File: src/rtl/lcd_display_sequencer.sv
// LCD panel power/timing/backlight sequencer with frame-synchronous config commit.
// Optional LCD_SEQ_AUTO_CYCLE_EN: steps pattern select (reg0[3:0]) every CYCLE_FRAMES frames in ON.
module lcd_display_sequencer #(
   parameter logic [15:0] PWR_DLY       = 16'd1000,
   parameter logic [3:0]  BL_FRAMES     = 4'd3,
   parameter bit          VS_ACTIVE_LOW = 1'b1,
   parameter int          NUM_REGS      = 8,
   parameter logic [15:0] CYCLE_FRAMES  = 16'd120,
   parameter logic [3:0]  NUM_PATTERNS  = 4'd6
) (
   input  logic                    PixelClk,
   input  logic                    nRST,
   input  logic                    pwr_req,
   input  logic                    LCD_VSYNC,
   input  logic                    cfg_valid,
   output logic                    cfg_ready,
   input  logic [2:0]              cfg_addr,
   input  logic [15:0]             cfg_data,
   input  logic                    cfg_commit,
   output logic [NUM_REGS*16-1:0]  ACT_REGS,
   output logic                    commit_done,
   output logic                    LCD_PWR,
   output logic                    TIMING_EN,
   output logic                    LCD_BL,
   output logic [2:0]              STATE
);

   typedef enum logic [2:0] {
      S_OFF     = 3'd0,
      S_PWR_ON  = 3'd1,
      S_TIMING  = 3'd2,
      S_ON      = 3'd3,
      S_BL_OFF  = 3'd4,
      S_PWR_OFF = 3'd5
   } state_t;

   state_t      state_q, state_d;
   logic [15:0] cnt_q, cnt_d;
   logic        vs_q;
   logic        lcd_pwr_q, lcd_pwr_d;
   logic        timing_en_q, timing_en_d;
   logic        lcd_bl_q, lcd_bl_d;
   logic        pend_q, pend_d;
   logic        done_q, done_d;
   logic [15:0] shadow_q [NUM_REGS];
   logic [15:0] shadow_d [NUM_REGS];
   logic [15:0] act_q [NUM_REGS];
   logic [15:0] act_d [NUM_REGS];
   logic        tick, accept, commit;

   // Frame tick: edge between the history flop and the live vsync, only while timing runs
   assign tick   = timing_en_q & (VS_ACTIVE_LOW ? (vs_q & ~LCD_VSYNC) : (~vs_q & LCD_VSYNC));
   assign accept = cfg_valid & ~pend_q;
   assign commit = pend_q & (timing_en_q ? tick : 1'b1);

   always_comb begin
      state_d = state_q;
      cnt_d   = cnt_q;
      case (state_q)
         S_OFF:     if (pwr_req) state_d = S_PWR_ON;
         S_PWR_ON: begin
            if (!pwr_req)                      state_d = S_PWR_OFF;
            else if (cnt_q == PWR_DLY - 16'd1) state_d = S_TIMING;
            else                               cnt_d   = cnt_q + 16'd1;
         end
         S_TIMING: begin
            if (!pwr_req) state_d = S_PWR_OFF;
            else if (tick) begin
               if (cnt_q == {12'd0, BL_FRAMES} - 16'd1) state_d = S_ON;
               else                                     cnt_d   = cnt_q + 16'd1;
            end
         end
         S_ON:      if (!pwr_req) state_d = S_BL_OFF;
         S_BL_OFF: begin
            if (tick) begin
               if (cnt_q == {12'd0, BL_FRAMES} - 16'd1) state_d = S_PWR_OFF;
               else                                     cnt_d   = cnt_q + 16'd1;
            end
         end
         S_PWR_OFF: begin
            if (cnt_q == PWR_DLY - 16'd1) state_d = S_OFF;
            else                          cnt_d   = cnt_q + 16'd1;
         end
         default:   state_d = S_OFF;
      endcase
      if (state_d != state_q) cnt_d = 16'd0;
      lcd_pwr_d   = (state_d != S_OFF);
      timing_en_d = (state_d == S_TIMING) || (state_d == S_ON) || (state_d == S_BL_OFF);
      lcd_bl_d    = (state_d == S_ON);
   end

`ifdef LCD_SEQ_AUTO_CYCLE_EN
   logic [15:0] fcnt_q, fcnt_d;
   logic        step;

   always_comb begin
      fcnt_d = fcnt_q;
      step   = 1'b0;
      if (state_q != S_ON) fcnt_d = 16'd0;
      else if (tick) begin
         if (commit)                                  fcnt_d = 16'd0;
         else if (fcnt_q == CYCLE_FRAMES - 16'd1) begin
            fcnt_d = 16'd0;
            step   = 1'b1;
         end
         else                                         fcnt_d = fcnt_q + 16'd1;
      end
   end

   always_ff @(posedge PixelClk or negedge nRST) begin
      if (!nRST) fcnt_q <= 16'd0;
      else       fcnt_q <= fcnt_d;
   end
`else
   logic step;
   logic unused_auto_params;
   assign step               = 1'b0;
   assign unused_auto_params = ^{CYCLE_FRAMES, NUM_PATTERNS};
`endif

   always_comb begin
      shadow_d = shadow_q;
      act_d    = act_q;
      pend_d   = pend_q;
      if (accept && (32'(cfg_addr) < NUM_REGS)) shadow_d[cfg_addr] = cfg_data;
      if (accept && cfg_commit) pend_d = 1'b1;
      if (commit) begin
         act_d  = shadow_q;
         pend_d = 1'b0;
      end
      else if (step) begin
         act_d[0][3:0] = (act_q[0][3:0] >= NUM_PATTERNS - 4'd1) ? 4'd0 : act_q[0][3:0] + 4'd1;
      end
      done_d = commit;
   end

   always_ff @(posedge PixelClk or negedge nRST) begin
      if (!nRST) begin
         state_q     <= S_OFF;
         cnt_q       <= 16'd0;
         vs_q        <= VS_ACTIVE_LOW;
         lcd_pwr_q   <= 1'b0;
         timing_en_q <= 1'b0;
         lcd_bl_q    <= 1'b0;
         pend_q      <= 1'b0;
         done_q      <= 1'b0;
         for (int k = 0; k < NUM_REGS; k++) begin
            shadow_q[k] <= 16'd0;
            act_q[k]    <= 16'd0;
         end
      end
      else begin
         state_q     <= state_d;
         cnt_q       <= cnt_d;
         vs_q        <= LCD_VSYNC;
         lcd_pwr_q   <= lcd_pwr_d;
         timing_en_q <= timing_en_d;
         lcd_bl_q    <= lcd_bl_d;
         pend_q      <= pend_d;
         done_q      <= done_d;
         shadow_q    <= shadow_d;
         act_q       <= act_d;
      end
   end

   always_comb begin
      for (int k = 0; k < NUM_REGS; k++) ACT_REGS[16*k +: 16] = act_q[k];
   end

   assign cfg_ready   = ~pend_q;
   assign commit_done = done_q;
   assign LCD_PWR     = lcd_pwr_q;
   assign TIMING_EN   = timing_en_q;
   assign LCD_BL      = lcd_bl_q;
   assign STATE       = state_q;

endmodule
File: config.mk
export PLATFORM = sky130hd
export DESIGN_NAME = lcd_display_sequencer
export DESIGN_NICKNAME = d
export VERILOG_FILES = /design/src/rtl/lcd_display_sequencer.sv
export SDC_FILE = /design/constraint.sdc
export NUM_CORES = 1
export LEC_CHECK = 0
export CORE_AREA = 3 3 160 162
export DETAILED_ROUTE_END_ITERATION = 6
export DIE_AREA = 0 0 163 165
export PLACE_DENSITY = 0.68
export SLEW_MARGIN = 10
export SYNTH_ARGS = -nofsm -noshare
export SYNTH_HDL_FRONTEND = slang
export SYNTH_SLANG_ARGS = --single-unit
File: constraint.sdc
create_clock -name PixelClk -period 2.38 [get_ports PixelClk]
set_input_delay 0.357 -clock PixelClk [delete_from_list [all_inputs] [get_ports PixelClk]]
set_output_delay 0.357 -clock PixelClk [all_outputs]
set_load 0.01 [all_outputs]
Word level (Yosys, flattened, before mapping)
Cells that the tools add are included.
- $add $sub $neg: 1
- order comparisons: 2
- equality and inequality tests: 13
- muxes and demuxes: 24
- bitwise gates (word level): 7
- reductions and logical operators: 9
- operators by type and width (kind ; count):
    bitwise mux 128 bit ; 1
    2-to-1 mux 16 bit ; 7
    case mux 16 bit (4 select lines) ; 1
    demux 16 bit (select 3 bit) ; 1
    2-to-1 mux 3 bit ; 10
    case mux 3 bit (6 select lines) ; 1
    adder 16 x 1 -> 16 bit, second input constant ; 1
    equality test 16 x 10 -> 1 bit, second input constant ; 1
    equality test 16 x 2 -> 1 bit, second input constant ; 1
    equality test 3 x 2 -> 1 bit, second input constant ; 4
    equality test 3 bit, second input constant ; 3
    inequality test 3 bit, second input constant ; 2
    nonzero test 5 bit ; 1
    bitwise AND 1 bit ; 4
    >= comparator 4 bit, second input constant ; 1
    < comparator 4 x 1 -> 1 bit, second input constant ; 1
    inverter 3 -> 4 bit ; 1
    equality test 3 x 1 -> 1 bit, second input constant ; 1
    zero test 3 bit ; 1
    2-to-1 mux 1 bit ; 3
    inequality test 3 bit ; 1
    AND reduction 3 bit ; 1
    nonzero test 3 bit ; 1
    logical AND 1 bit ; 2
    3 further kinds ; 5
- register bits after elaboration: 281
- output and inout bits: 136
- word-level logic and storage cells: 80

Longest topological paths before layout
Gate-level depths: netlist (run 1).
- depth in word-level cells: 9
- depth in mapped cells: 9
- depth with buffers taken out: 7

Least setup slack after synthesis (run 1)
OpenSTA, ideal clock, no wires.
- kind: register to register
- start: register cnt_q[0]
- end: register cnt_q[4]
- arrival: 2.068 ns
- required time: 2.285 ns
- path slack: 0.217 ns
- cell stages (with the launch flop): 10
- path buffers: 2
- path through: dfrtp_1 inv_1 ha_1 or4b_2 nor4_2 o32a_2 buf_6 buf_12 o2111ai_1 o31ai_1
- longest elaborated chain between the ends: 8
- elaborated cells between the ends (all ways): 24
- RTL lines (item ; RTL line ; text):
    start, declared ; 38 ; logic [15:0] cnt_q, cnt_d;
    start signal, assigned ; 154 ; cnt_q <= cnt_d;
    equality test 16 x 2 -> 1 bit ; 69, 76 ;
    2-to-1 mux 3 bit ; 69 ; if (cnt_q == {12'd0, BL_FRAMES} - 16'd1) state_d = S_ON;
    2-to-1 mux 3 bit ; 68 ; else if (tick) begin
    2-to-1 mux 3 bit ; 67 ; if (!pwr_req) state_d = S_PWR_OFF;
    case mux 3 bit (6 select lines) ; 59 ; case (state_q)
    inequality test 3 bit ; 86 ; if (state_d != state_q) cnt_d = 16'd0;
    inequality test 3 bit (no source line) or nonzero test 5 bit (tied branches) ; n/a ;
    AND reduction 3 bit (no source line) ; n/a ;
Several ways; a longest one is shown, not always the timed one. The select of a mux whose other input is x is not followed.
A chain may end at the register's enable or synchronous reset.

Worst setup path in the final report (run 1)
- start: register cnt_q[13]
- end: register lcd_pwr_q (netlist: LCD_PWR)
- longest elaborated chain between the ends: 6
- elaborated cells between the ends (all ways): 12
- RTL lines (item ; RTL line ; text):
    equality test 16 x 2 -> 1 bit ; 69, 76 ;
    2-to-1 mux 3 bit ; 69 ;
    2-to-1 mux 3 bit ; 68 ;
    2-to-1 mux 3 bit ; 67 ;
    case mux 3 bit (6 select lines) * ; 59 ;
    via state_d[2] ; 37 ; state_t state_q, state_d;
    nonzero test 3 bit * ; 87 ; lcd_pwr_d = (state_d != S_OFF);
    via lcd_pwr_d ; 40 ; logic lcd_pwr_q, lcd_pwr_d;
    end signal, assigned ; 156 ; lcd_pwr_q <= lcd_pwr_d;
    end, declared ; 40 ;
The timed path passes the listed nets; every way through them passes the cells marked *.

==> results of run 1 <==
Yosys cell counts (all sizes together), types with 3 or more instances:
cell type / instances
and2: 3
or3: 9
inv: 5
nand2: 400
xnor2: 3
nand3: 10
buf: 14
or4: 7
clkbuf: 31
nor2b: 5
dfrtp: 280
o21ai: 8
o31ai: 8
nor2: 6
nand4: 4
a21oi: 13
nor3: 3
mux2: 128
cell type report:
type | instances | area (um^2) | share of cell area (%)
clock inverter | 7 | 110 | 0.769
multi-input combinational | 635 | 3760 | 26.3
sequential | 281 | 7030 | 49.1
timing repair buffer | 206 | 2090 | 14.6
clock buffer | 46 | 900 | 6.28
inverter | 5 | 21.3 | 0.148
tap | 324 | 405 | 2.83
state kept, by name, indices dropped and copies added, names as in the netlist:
register     flops
pend_q           1
shadow_q       128
ACT_REGS       128
cnt_q           16
TIMING_EN        1
LCD_PWR          1
vs_q             1
LCD_BL           1
commit_done      1
STATE            3
placed cells by master, fill, tap and decap left out, drive strengths merged, types with 8 or more instances in the layout:
master           n
nand2          400
clkdlybuf4s50  159
o31ai            8
buf             46
clkbuf          46
mux2           128
a21oi           13
nand3           10
o21ai            8
or3              9
dfrtp          280
logic make-up after synthesis:
logic type                 after synthesis
AOI/OAI and AO/OA                       37
and+or+nand+nor                        460
xor gates and xnor gates                 4
adders and majority gates                2
muxes                                  130
buffers and inverters                   50
DFF                                    281
stage by stage:
stage          util [%]  hold WS [ps]
6_report           59.1           243
2_1_floorplan         -          61.4
3_5_place_dp       54.4           347
4_1_cts            58.7           233
5_1_grt            59.1           235
3_3_place_gp       54.4           354
final timing paths:
check / from / end / cells past startpoint
min: LCD_VSYNC / vs_q$_DFF_PN1_ / 1
max in group asynchronous: nRST / ACT_REGS[97]$_DFFE_PN0P_ / 3
max reg2reg: cnt_q[13]$_DFFE_PN0P_ / LCD_PWR$_DFF_PN0_ / 6
max: cnt_q[13]$_DFFE_PN0P_ / LCD_PWR$_DFF_PN0_ / 6
min reg2reg: shadow_q[78]$_DFFE_PN0P_ / ACT_REGS[62]$_DFFE_PN0P_ / 2
min in group asynchronous: nRST / ACT_REGS[43]$_DFFE_PN0P_ / 2
routing by layer:
layer	vias up	track usage [%]	wire length, um
li1	3558	-	-
met1	3852	27.7	11800
met2	192	32.8	12800
met3	35	4.44	1730
met4	2	3.27	361
met5	-	0	13
what timing repair did:
action,CTS,global route
pin swaps,0,3
buffers inserted,0,4
endpoints found under the setup margin,8,19
hold buffers,1,0
hold endpoints to repair,59,0
gates cloned,0,2
resized for setup,1,6
power by group through the flow:
stage	combinational [W]	sequential [W]	clock [W]
6_report	0.00443	0.00709	0.00464
5_1_grt	0.00486	0.00726	0.00493
4_1_cts	0.00442	0.00709	0.00474
3_5_place_dp	0.00439	0.00717	0
3_3_place_gp	0.00428	0.00712	0
2_1_floorplan	0.00157	0.00734	0
worst reg2reg max path: cells and delay by family (launching register included):
kind | cells | cell delay [ps]
and+or+nand+nor | 3 | 1240
DFF | 1 | 420
AOI/OAI and AO/OA | 2 | 280
buffers and inverters | 1 | 190
==> out/results.ini, run 1 <==
[global_route]
initial_antenna_violation_count=1
grt_overflow=0
first_global_vias=7697
largest_net_degree_at_the_start_of_global_routing=79
wire_length_of_the_first_global_routing_pass_mm=42.3
global_route.usage.total_pct=19.9

[route]
ant_nets=0
post-route-drc-count=0
vias=7639
first_pass_iters=7
routed_wl_mm=26.7
drt_iter0_markers=465
viasPerCell=5.08
wl_per_cell_um=17.8

[pwr]
share_clk_of_total_power_pct=28.7
internal-power_w=0.0115
seqPwrFrac_pct=43.9
power_density_mw_per_mm2=1130
peakVddDrop_v=0.000489
report.power.total_w=0.0162
netSwitchingFraction_pct=28.8
net-switching-power_w=0.00465
leakage_nw=6.74
power_frac_comb_pct=27.4

[synth]
synthDominantAreaCellType=dfrtp_1
mappedNetlistNets=991
ys_ff_latch=281
synth_enable_flop_cells=0
synth-async-reset-ratio_pct=100
ys_types=46
post_synth_fa_ha_maj_area_fraction_pct=0.229
synth_mux_area_share_pct=13.4
synth_simple_gate_area_share_pct=17.5
postSynth.topFlopCell=dfrtp_1
synth_area_mm2=0.0109
sequential_fraction_of_the_synthesis_area_pct=64.3
syn-instance-count=964
synth.avg_cell_area_um2=11.4
yosys_warns=0
synth_largest_type_area_fraction_pct=64.0
synth_top_family_by_area=simple AND/OR/NAND/NOR gates
yosys.area_share.xor_xnor_pct=0.320
synth-compound-area-share_pct=2.29
ys_top_cells_by_area=dfrtp_1 (64%), nand2_1 (14%), mux2_2 (13%)

[place]
placedCellCount=1444
dpl_worst_slack_ps=-78.0
numPortBuffers=160
placedInstanceArea_mm2=0.0132
post_dp_hpwl_mm=17.5
place.gp.congestion=0.822

[clock_network]
clkTransAtPathRegs_ps=60
cts_buffer_count=29
cts_tree=yes
max_buffers_root_to_sink=3
clkLatencyLatePin_ps=550
clock_sink_count=281
htree_levels=1
root_buffer=clkbuf_16

[flow_run]
cap_viol_max_count=0

[setup_path]
timing.critical_path.max_delay_family=simple AND/OR/NAND/NOR gates
cp_cell_sequence=or4_4, nor4_4, buf_4, a21oi_1, a21o_1, or3_1
timing.critical_path.from_type=flop
worst-path-max-fanout=5
regToRegSetupSlack_ps=130
crit_required_ps=2800
cp_bufs_invs=1
slowest_stage=or4_4
setup.worst_path.class=reg2reg
cp.arrival_ps=2680
critPathMaxStageDelay_ps=590
cp-end-kind=flop

[cells_and_area]
postLayoutCellArea_mm2=0.0143
fillCellCount=1993
drive_above_1_share_pct=20.7
area_growth_syn_to_fin_pct=30.9
final_cells=1504
number_of_nets_in_the_final_layout=1185
antenna-diode-count=0

[sta]
max_slew.worst_pin.slew_ps=703
max_slew_margin_pct=52.8
fin_tns_setup_ps=0
max_transition_viols_final=0
period_share_pct=94.7
final-setup-viol-count=0
finClkSkew_ps=7.12
max_clock_freq_mhz=444
timing_hold_violations_final=0
grt_setup_unrepaired=no
final.setup.worst_slack_ps=126
finalWorstPathRequiredPeriod_ps=2250

[die]
core_area_mm2=0.0242
die_span_in_x_um=163
placement_row_count=57
die-height_um=165
top_level_ports=161
die_area_mm2=0.0269
floorplan.initialDensity_pct=45.1

[status]
status=complete, no violations

[worst_hold_path]
hold_path.class=in2reg

Note: power is estimated with default switching activity, not from simulation.
==> run 2, diff against run 1 <==
--- a/config.mk
+++ b/config.mk
@@ -5,11 +5,13 @@
 export SDC_FILE = /design/constraint.sdc
 export NUM_CORES = 1
 export LEC_CHECK = 0
-export CORE_AREA = 3 3 160 162
+export ABC_AREA = 1
+export CORE_AREA = 3 3 161 163
 export DETAILED_ROUTE_END_ITERATION = 6
-export DIE_AREA = 0 0 163 165
+export DIE_AREA = 0 0 164 166
 export PLACE_DENSITY = 0.68
 export SLEW_MARGIN = 10
 export SYNTH_ARGS = -nofsm -noshare
 export SYNTH_HDL_FRONTEND = slang
 export SYNTH_SLANG_ARGS = --single-unit
+export TNS_END_PERCENT = 100
==> out/results.ini, run 2 <==
[status]
status=complete, no violations

[clock_network]
max_buffers_root_to_sink=3  ; unchanged
cts-resized-gates=0  ; -1
cts_setup_buffers=0  ; unchanged
clkTransAtPathRegs_ps=60  ; about the same
htree_levels=1  ; unchanged
clock_sink_count=281  ; unchanged
root_buffer=clkbuf_16
cts_buffer_count=29  ; unchanged
cts_tree=yes
clkLatencyLatePin_ps=540  ; about the same

[route]
drt_iter0_markers=674  ; +45%
viasPerCell=4.90  ; -3.5%
ant_nets=0  ; unchanged
routed_wl_mm=27.3  ; +2.2%
post-route-drc-count=0  ; unchanged
first_pass_iters=5  ; -2
vias=8402  ; +10%
wl_per_cell_um=15.9  ; -10%

[synth]
post-synth-top-count-cell=nand2_1
synthTopCellsByCount=nand2_1 (508), dfrtp_1 (280), o21ai_0 (158), inv_1 (70), nor2_1 (40)
synth-async-reset-ratio_pct=100  ; unchanged
synth_largest_type_area_fraction_pct=63.2  ; -0.80 points
yosys_warns=0  ; unchanged
synth_enable_flop_cells=0  ; unchanged
ys_ff_latch=281  ; unchanged
ys_top_cells_by_area=dfrtp_1 (63%), nand2_1 (17%), o21ai_0 (7.1%)
postSynth.topFlopCell=dfrtp_1
synth.avg_cell_area_um2=9.14  ; -20%
sequential_fraction_of_the_synthesis_area_pct=63.5  ; -0.81 points
mappedNetlistNets=1240  ; +25%
synthDominantAreaCellType=dfrtp_1
syn-instance-count=1213  ; +26%
synth_area_mm2=0.0111  ; +1.3%
ys_types=35  ; -24%

[cells_and_area]
drive_above_1_share_pct=7.34  ; -13 points
antenna-diode-count=0  ; unchanged
number_of_nets_in_the_final_layout=1396  ; +18%
sequential_cell_area_mm2=0.00703  ; unchanged
area_growth_syn_to_fin_pct=26.3
commonest_non_fill_non_tap_cell_in_the_layout=nand2_1
fillCellCount=2164  ; +8.6%
multiInputGateArea_mm2=0.00350  ; -7.1%
mostFrequentLayoutCells=nand2_1 (508), dfrtp_1 (280), clkdlybuf4s50_1 (159), o21ai_0 (158), inv_1 (70)

[place]
place.gp.congestion=0.874  ; +6.4%
post_dp_hpwl_mm=18.0  ; +2.5%
dpl_worst_slack_ps=338  ; +416 ps
numPortBuffers=160  ; unchanged

[worst_hold_path]
min_path_cells=1  ; unchanged
hold_path.class=in2reg

[setup_path]
timing.critical_path.from_type=flop
worst-path-max-fanout=9  ; +4
crit_required_ps=2020  ; -780 ps
cp_bufs_invs=1  ; unchanged
cp_cell_sequence=clkdlybuf4s50_1
slowest_stage=clkdlybuf4s50_1
worstRegToRegCells=13  ; +7
setup.worst_path.class=reg2out
critical_path_cell_count=1  ; -5
timing.critical_path.max_delay_family=buffers and inverters
critPathMaxStageDelay_ps=620  ; +30 ps
cp-end-kind=primary output
cp.arrival_ps=1710  ; -970 ps

[sta]
max_transition_viols_final=0  ; unchanged
final.setup.worst_slack_ps=316  ; +190 ps
fin_hold_ws_ps=301  ; +57.4 ps
final-setup-viol-count=0  ; unchanged
max_slew_margin_pct=65.7  ; +13 points
finalWorstPathRequiredPeriod_ps=2060  ; -190 ps
max_slew.worst_pin.slew_ps=514  ; -189 ps
timing_hold_violations_final=0  ; unchanged
grt_setup_unrepaired=no
fin_tns_setup_ps=0  ; unchanged
period_share_pct=86.7  ; -8.0 points
max_clock_freq_mhz=485  ; +9.2%
finClkSkew_ps=17.0  ; +9.93 ps

[global_route]
largest_net_degree_at_the_start_of_global_routing=99  ; +25%
grt_overflow=0  ; unchanged
global_route.usage.total_pct=20.1  ; +0.26 points
initial_antenna_violation_count=0  ; -1
wire_length_of_the_first_global_routing_pass_mm=43.9  ; +4.0%
first_global_vias=7993  ; +3.8%

[pwr]
net-switching-power_w=0.00567  ; +22%
share_clk_of_total_power_pct=24.4  ; -4.3 points
netSwitchingFraction_pct=32.5  ; +3.7 points
leakage_nw=6.89  ; +2.3%
peakVddDrop_v=0.000633  ; +29%
internal-power_w=0.0118  ; +2.2%
power_frac_comb_pct=30.7  ; +3.3 points
seqPwrFrac_pct=44.8  ; +0.9 points
power_density_mw_per_mm2=1250  ; +10%

[die]
floorplan.initialDensity_pct=45.3  ; +0.17 points
die_area_mm2=0.0272  ; +1.2%
die-height_um=166  ; +0.61%
core_area_mm2=0.0245  ; +0.88%
die_span_in_x_um=164  ; +0.61%
placement_row_count=57  ; unchanged
top_level_ports=161  ; unchanged

[flow_run]
cap_viol_max_count=0  ; unchanged

-- run 2: changes by cell type after synthesis, sizes merged, moves of 11 or more --
cell,previous run,this run
mux2,128,0
inv,5,79
nand3,10,21
nor2,6,44
o21ai,8,162
nand2,400,520
nand4,4,19
-- run 2: final cells by class --
type	instances	area share, %
well taps	324	2.90
inverters	80	2.16
flip-flops and latches	281	50.2
clock inverters	10	0.563
repair buffers	183	13.4
multi-input cells	794	25.0
clock buffers	42	5.82
-- run 2: path summary, 6_finish.rpt --
kind	startpoint	endpoint	slack (ps)
max reg2reg	cnt_q[1]$_DFFE_PN0P_	cnt_q[15]$_DFFE_PN0P_	450
max in group asynchronous	nRST	shadow_q[60]$_DFFE_PN0P_	1300
min	LCD_VSYNC	vs_q$_DFF_PN1_	300
min in group asynchronous	nRST	ACT_REGS[67]$_DFFE_PN0P_	350
max	STATE[1]$_DFF_PN0_	STATE[1]	320
min reg2reg	shadow_q[60]$_DFFE_PN0P_	ACT_REGS[76]$_DFFE_PN0P_	460
-- run 2: cells by family (layout without fill, tap and decap cells) --
kind of cell / after synthesis / count (layout) / share of synthesized area (%)
AND/OR/NAND/NOR: 613 / 613 / 22.6
flip-flops: 281 / 281 / 63.5
AO/OA/AOI/OAI: 167 / 167 / 7.64
buffers and inverters: 138 / 315 / 5.13
XOR/XNOR: 12 / 12 / 0.948
adder cells (fa/ha/maj): 2 / 2 / 0.226
-- run 2: what timing repair did --
item | CTS | global route
hold endpoints to repair | 57 | 0
hold buffers | 1 | 0
endpoints found under the setup margin | 0 | 0
-- run 2: metal layers --
layer / track usage, % / vias up / part of all wire, %
met5: 0 / - / 0
met4: 4.30 / 0 / 2.1
met3: 3.79 / 42 / 6.1
met2: 31.3 / 216 / 46
met1: 29.7 / 4030 / 46
li1: - / 4114 / -
-- run 2: stage by stage --
stage	instance area, um^2	util, %	instances	power [W]
final	14000	57.2	1714	0.0174
after global routing	14000	57.2	1714	0.0186
after CTS	14000	57.2	1714	0.0176
after detailed placement	13100	53.5	1661	0.0133
after global placement	13100	53.5	1661	0.0131
after floorplan	11100	-	1213	0.0103
-- run 2: power groups by stage --
stage / logic [W] / registers, W / clock network, W
final: 0.00536 / 0.00781 / 0.00426
after global routing: 0.00606 / 0.00804 / 0.00453
after detailed placement: 0.00542 / 0.00787 / 0
after global placement: 0.00527 / 0.00782 / 0
after floorplan: 0.00232 / 0.00802 / 0
after CTS: 0.00546 / 0.00782 / 0.00436
==> run 3, diff against run 2 <==
--- a/config.mk
+++ b/config.mk
@@ -9,7 +9,8 @@
 export CORE_AREA = 3 3 161 163
 export DETAILED_ROUTE_END_ITERATION = 6
 export DIE_AREA = 0 0 164 166
-export PLACE_DENSITY = 0.68
+export DONT_BUFFER_PORTS = 1
+export PLACE_DENSITY = 0.59
 export SLEW_MARGIN = 10
 export SYNTH_ARGS = -nofsm -noshare
 export SYNTH_HDL_FRONTEND = slang
==> out/results.ini, run 3 (same netlist as run 2, synthesis figures left out) <==
[die]
floorplan.initialDensity_pct=45.3  ; unchanged
core_area_mm2=0.0245  ; unchanged
die-height_um=166  ; unchanged
placement_row_count=57  ; unchanged
die_area_mm2=0.0272  ; unchanged
top_level_ports=161  ; unchanged
die_span_in_x_um=164  ; unchanged

[clock_network]
clock_sink_count=281  ; unchanged
cts-resized-gates=0  ; unchanged
cts_setup_buffers=0  ; unchanged
max_buffers_root_to_sink=3  ; unchanged
cts_tree=yes
cts_buffer_count=30  ; +3.4%
ctsHoldBuffers=19  ; +18
htree_levels=1  ; unchanged
clkLatencyLatePin_ps=560  ; +20 ps
clkTransAtPathRegs_ps=60  ; about the same
root_buffer=clkbuf_16

[setup_path]
crit_required_ps=2810  ; +790 ps
cp_bufs_invs=2  ; +1
setup.worst_path.class=reg2reg
worst-path-max-fanout=15  ; +6
timing.critical_path.max_delay_family=simple AND/OR/NAND/NOR gates
cp_cell_sequence=ha_1, nand2_2, inv_2, nand2_1, nor2_2, nand2_2, nand2_1, nand2_2, nand2_2, inv_2, nand2_1, xor2_1, nor2_1
timing.critical_path.from_type=flop
worstRegToRegCells=13  ; unchanged
timing.critical_path.mode_cell=nand2_2
slowest_stage=dfrtp_1
cp-end-kind=flop
critical_path_cell_count=13  ; +12
cp.arrival_ps=2450  ; +740 ps
critPathMaxStageDelay_ps=410  ; -210 ps

[sta]
fin_hold_ws_ps=-509  ; -810 ps
timing_hold_violations_final=281  ; +281
max_transition_viols_final=0  ; unchanged
finalWorstPathRequiredPeriod_ps=2020  ; -42.3 ps
max_slew.worst_pin.slew_ps=845  ; +331 ps
fin_tns_setup_ps=0  ; unchanged
max_clock_freq_mhz=495  ; +2.1%
finClkSkew_ps=25.0  ; +7.93 ps
final-setup-viol-count=0  ; unchanged
period_share_pct=84.9  ; -1.8 points
grt_setup_unrepaired=no
max_slew_margin_pct=43.5  ; -22 points

[place]
post_dp_hpwl_mm=16.7  ; -7.0%
placedCellCount=1490  ; -10%
numPortBuffers=0  ; -100%
placedInstanceArea_mm2=0.0114  ; -13%
place.gp.congestion=0.882  ; +0.87%

[cells_and_area]
mostFrequentLayoutCells=nand2_1 (508), dfrtp_1 (280), o21ai_0 (158), inv_1 (70), nor2_1 (39)
fillCellCount=2266  ; +4.7%
area_growth_syn_to_fin_pct=13.5
commonest_non_fill_non_tap_cell_in_the_layout=nand2_1
number_of_nets_in_the_final_layout=1244  ; -11%
postLayoutCellArea_mm2=0.0126  ; -10%
drive_above_1_share_pct=7.68  ; +0.34 points
final_cells=1561  ; -8.9%
final_util_pct=51.4  ; -5.8 points
antenna-diode-count=0  ; unchanged

[route]
viasPerCell=4.97  ; +1.3%
first_pass_iters=5  ; unchanged
drt_iter0_markers=746  ; +11%
wl_per_cell_um=17.4  ; +9.0%
vias=7752  ; -7.7%
ant_nets=0  ; unchanged
routed_wl_mm=27.1  ; -0.75%
post-route-drc-count=0  ; unchanged

[pwr]
power_density_mw_per_mm2=1280  ; +2.9%
peakVddDrop_v=0.000665  ; +5.2%
report.power.total_w=0.0161  ; -7.6%
leakage_nw=6.36  ; -7.8%

[global_route]
global_route.usage.total_pct=20.0  ; -0.19 points
first_global_vias=7643  ; -4.4%
initial_antenna_violation_count=0  ; unchanged
wire_length_of_the_first_global_routing_pass_mm=43.0  ; -2.1%
largest_net_degree_at_the_start_of_global_routing=282  ; +180%
grt_overflow=0  ; unchanged

[status]
failed_checks=hold timing
status=finished with violations

[worst_hold_path]
hold_path.class=in2async

[flow_run]
cap_viol_max_count=0  ; unchanged

-- run 3: cell count changes in the layout (fill, tap and decap cells not counted), sizes merged --
cell / previous run / this run
clkdlybuf4s50: 159 / 0
bufinv: 1 / 3
clkinv: 9 / 5
buf: 23 / 11
clkbuf: 42 / 43
clkinvlp: 0 / 1
dlygate4sd3: 1 / 19
-- run 3: worst paths after layout --
| kind | startpoint | end | slack (ps) |
|---|---|---|---|
| max in group asynchronous | nRST | cnt_q[2]$_DFFE_PN0P_ | 2370 |
| worst min-delay path | nRST | ACT_REGS[66]$_DFFE_PN0P_ | -510 |
| worst min register to register | shadow_q[98]$_DFFE_PN0P_ | ACT_REGS[18]$_DFFE_PN0P_ | 460 |
| worst max register to register | cnt_q[1]$_DFFE_PN0P_ | cnt_q[13]$_DFFE_PN0P_ | 360 |
| min in group PixelClk | pwr_req | STATE[0]$_DFF_PN0_ | 60 |
| worst max-delay path | cnt_q[1]$_DFFE_PN0P_ | cnt_q[13]$_DFFE_PN0P_ | 360 |
-- run 3: report_power, final --
part           internal, W  total [W]  switching, W  leakage [nW]
logic              0.00107    0.00295       0.00189          2.31
clock network      0.00290    0.00478       0.00187         0.505
registers          0.00674    0.00838       0.00164          3.54
total               0.0107     0.0161       0.00540          6.36
-- run 3: per-stage QoR --
step | hold WS, ps | worst slack, ps
finish | -509 | 358
global route | -541 | 144
CTS | -528 | 361
detailed placement | 71.5 | 367
global placement | 72.3 | 395
floorplan | 61.4 | 696
-- run 3: final cells by class --
class	instances	area, um^2	area share (%)
sequential	281	7030	55.9
multi-input combinational	794	3500	27.8
clock buffer	43	890	7.07
tap	324	405	3.22
timing repair buffer	30	310	2.47
inverter	80	303	2.41
clock inverter	9	138	1.09
-- run 3: metal layers --
layer / GRT usage (%) / part of all wire (%)
met1: 27.7 / 45
met2: 31.1 / 45
met3: 5.91 / 8.2
met4: 4.60 / 1.8
met5: 0 / 0
